`config.mk`:
```
export PLATFORM = sky130hd
export DESIGN_NAME = uart_led_ctrl
export DESIGN_NICKNAME = d
export VERILOG_FILES = /design/src/rtl/uart_led_ctrl.sv
export SDC_FILE = /design/constraint.sdc
export NUM_CORES = 1
export LEC_CHECK = 0
export ABC_AREA = 1
export CORE_UTILIZATION = 40
export CTS_CLUSTER_SIZE = 25
export DETAILED_ROUTE_END_ITERATION = 10
export PLACE_DENSITY_LB_ADDON = 0.08
export SLEW_MARGIN = 0
export SYNTH_ARGS = -nofsm -noshare
export SYNTH_HDL_FRONTEND = slang
export SYNTH_SLANG_ARGS = --single-unit
```
`constraint.sdc`:
```
create_clock -name clk -period 2.49 [get_ports clk]
set_clock_uncertainty 0.2 [all_clocks]
set_input_delay 0.498 -clock clk [delete_from_list [all_inputs] [get_ports clk]]
set_output_delay 0.498 -clock clk [all_outputs]
set_load 0.05 [all_outputs]
```
`src/rtl/uart_led_ctrl.sv`:
```
// Button-driven LED pattern controller: edge-detected presses rotate a
// 4-bit pattern and pick which of three colour buses displays it.
module uart_led_ctrl #(
  parameter logic [3:0] RESET_PATTERN = 4'b0001
) (
  input  logic       clk,
  input  logic       rst,
  input  logic [3:0] button,
  output logic [3:0] rled,
  output logic [3:0] gled,
  output logic [3:0] bled
);

  localparam logic [1:0] BLUE  = 2'd0;
  localparam logic [1:0] RED   = 2'd1;
  localparam logic [1:0] GREEN = 2'd2;

  logic [3:0] b_d1;
  logic [3:0] b_d2;
  logic [3:0] rise;
  logic [3:0] pattern;
  logic [3:0] pat_nx;
  logic [1:0] colour;
  logic [1:0] col_fwd;
  logic [1:0] col_bwd;
  logic [1:0] col_nx;

  assign rise = b_d1 & ~b_d2;

  always_comb begin
    pat_nx = pattern;
    unique case (1'b1)
      rise[0] & ~rise[3]: pat_nx = {pattern[2:0], pattern[3]};
      rise[3] & ~rise[0]: pat_nx = {pattern[0], pattern[3:1]};
      default: ;
    endcase
  end

  always_comb begin
    col_fwd = BLUE;
    col_bwd = BLUE;
    case (colour)
      BLUE: begin
        col_fwd = RED;
        col_bwd = GREEN;
      end
      RED: begin
        col_fwd = GREEN;
        col_bwd = BLUE;
      end
      GREEN: begin
        col_fwd = BLUE;
        col_bwd = RED;
      end
      default: ;
    endcase
  end

  always_comb begin
    col_nx = colour;
    unique case (1'b1)
      rise[2] & ~rise[1]: col_nx = col_fwd;
      rise[1] & ~rise[2]: col_nx = col_bwd;
      default: ;
    endcase
  end

  always_ff @(posedge clk or posedge rst) begin
    if (rst) begin
      b_d1    <= '0;
      b_d2    <= '0;
      pattern <= RESET_PATTERN;
      colour  <= BLUE;
    end else begin
      b_d1    <= button;
      b_d2    <= b_d1;
      pattern <= pat_nx;
      colour  <= col_nx;
    end
  end

  always_comb begin
    rled = '0;
    gled = '0;
    bled = '0;
    case (colour)
      BLUE:    bled = pattern;
      RED:     rled = pattern;
      GREEN:   gled = pattern;
      default: ;
    endcase
  end

endmodule

```
==> metrics.md <==
| Metric | Value |
|---|---|
| Status | `complete, no violations` |
| Min-Delay Path Class | `register to register` |
| Hold Startpoint | `b_d1[3]` |
| Worst Path Arrival | `1.37 ns` |
| Syn Inst Count | `roughly 80` |
| Fin. Hold Viols | `0` |
| Final min period | `2.07 ns` |
| Max cap viols | `0` |
| Synth-to-Final Area Change | `37.1%` |
| Worst skew pair latency | `around 0.28 ns` |
| Pin count of the biggest net entering global routing | `15` |
| Number of diodes | `0` |
| Initial Util | `0.424` |
| I/O Buffers | `17` |
| Clock sinks | `14` |
| Vias per inst | `4.67` |
| Clock buffer depth | `2` |
| Via Count | `537` |
| P_leak | `about 0.58 nW` |
| Metal-1 WL | `roughly 450 µm` |
| First DRT Iteration DRCs | `8` |
| Post-CTS sizing | `0` |
| GPL Wtd Cong | `around 0.70` |
| Mean Syn Cell Area | `between 8 and 9 µm²` |
| Hold buffers post-CTS | `0` |
| DRC Markers | `0` |
| Highest Signal Layer | `met4` |
| Antenna violations before repair | `0` |
| Startpoint types | `register` |
| Mapped Area | `roughly 640 µm²` |
| Antenna Nets Post-Route | `0` |
| Die X | `about 42 µm` |
| Start point of the critical path | `colour[1]` |
| RSZ-0062 raised after global routing | `no` |
| Worst-Margin Slew | `approximately 0.51 ns` |
| Rows | `14` |
| Met3 wire len | `97 µm` |
| Worst rel slew slack | `0.658` |
| Yosys warning count | `0` |
| Chip Height | `roughly 42 µm` |
| Total track usage | `0.149` |
| Flops & latches, synth | `14` |
| Setup crit end kind | `output port` |
| Final Max Slew Viols | `0` |
| CP required | `~1.8 ns` |
| Post-CTS setup buffers | `0` |
| Post-route setup slack | `0.420 ns` |
| Routed wire length | `around 1100 µm` |
| Setup violations, final | `0` |
| Congestion Overflow GR | `0` |
| Syn_nets | `87` |
| Dpl ws | `0.324 ns` |
| Netlist cell types | `10` |
| TNS Setup | `0 ns` |
| Layout fillers | `about 140` |
| Num CTS Buffers | `3` |
| Footprint of the multi-input gates | `between 200 and 250 µm²` |
| Final worst path period share | `0.831` |
| Vias in the first global route | `between 400 and 500` |
| Nets@finish | `about 110` |
| Layout cells sized above 1 | `0.141` |
| Die area | `about 0.0018 mm²` |
| Reg area | `352 µm²` |
| DR WL met2 | `531 µm` |
| Core area | `~0.0015 mm²` |
| Initial DRT Pass Iterations | `4` |
| CTS tree | `yes` |
| Reg2reg start | `b_d2[3]` |
| First-pass GRT wire length | `slightly below 2000 µm` |
| Worst-path clk slew | `0.08 ns` |
| I/O Pins | `18` |
| Power density cells | `approximately 1200 mW/mm²` |
| DP HPWL | `between 800 and 900 µm` |
| Per-cell routed wire length | `9.51 µm` |
| CP Class | `register to output port` |
| Register area share after synthesis | `0.551` |
| Root Driver | `clkbuf_4` |
| Peak supply drop | `489 µV` |
| Largest fanout on the critical path | `6` |
| Fmax | `between 400 and 500 MHz` |
| CTS H-tree depth | `1` |
==> final timing paths <==
path	cells after the start	slack [ns]	to
worst min register to register	0	0.18	b_d2[3]
worst max-delay path	4	0.42	bled[1]
worst max register to register	5	1.10	pattern[2]
max in group asynchronous	2	1.40	pattern[0]
min in group asynchronous	2	0.34	pattern[1]
worst min-delay path	0	0.18	b_d2[3]
==> where the power goes <==
group          switching (mW)  total, mW  internal, mW
sequential             0.0395      0.310         0.270
clock                  0.0698      0.159        0.0889
combinational           0.399      0.567         0.168
==> synthesized netlist by cell type, drive strengths merged <==
| cell | count | area [µm²] |
|---|---|---|
| a21oi | 8 | 40.0 |
| inv | 16 | 60.1 |
| nand3 | 2 | 10.0 |
| dfrtp | 13 | 325 |
| dfstp | 1 | 26.3 |
| ha | 3 | 37.5 |
| nor2 | 18 | 67.6 |
| nand2 | 17 | 71.3 |
==> kinds of logic (layout without fill, tap and decap cells) <==
family                   Yosys count  count (layout)  synth area share
AND/OR/NAND/NOR                   37              37             0.233
flip-flops                        14              14             0.551
adder cells (fa/ha/maj)            3               3            0.0588
AO/OA/AOI/OAI                      8               8            0.0627
buffers and inverters             16              37            0.0941
==> sequential cells by signal, indices dropped and copies added, names as in the netlist <==
signal,flops
b_d1,4
b_d2,4
pattern,4
colour,2
==> worst max-delay path, stage by stage (launching register included) <==
cell            delay [ns]
dfrtp_1               0.42
inv_2                 0.08
nand2_2               0.09
nor2_1                0.08
dlymetal6s2s_1        0.42
==> through the flow <==
stage	cells	area [µm²]	total power, mW	util	hold slack (ns)
floorplan	78	638	0.716	-	0.154
global placement	111	818	0.882	0.543	0.158
detailed placement	111	818	0.892	0.543	0.164
CTS	115	855	1.05	0.567	0.182
global route	115	875	1.10	0.581	0.197
finish	115	875	1.04	0.581	0.177
==> cells in the final DEF, fill, tap and decap left out, drive strengths merged, types with 3 or more instances in the layout <==
cell / count
clkbuf: 4
nor2: 18
dlymetal6s2s: 8
inv: 16
dfrtp: 13
ha: 3
nand2: 17
a21oi: 8
buf: 4
clkdlybuf4s50: 5
==> per-layer routing <==
metal,GRT usage,vias to the layer above
li1,-,275
met2,0.244,24
met4,0.0774,0
met3,0.0435,4
met1,0.176,234
met5,0,-
==> cell type report <==
class                           count  share of cell area
Clock buffer                        4              0.0415
Multi-Input combinational cell     48               0.259
Tap cell                           16              0.0229
Inverter                           16              0.0687
Sequential cell                    14               0.402
Timing Repair Buffer               17               0.206
No activity file was read; power rests on OpenSTA's default activity.
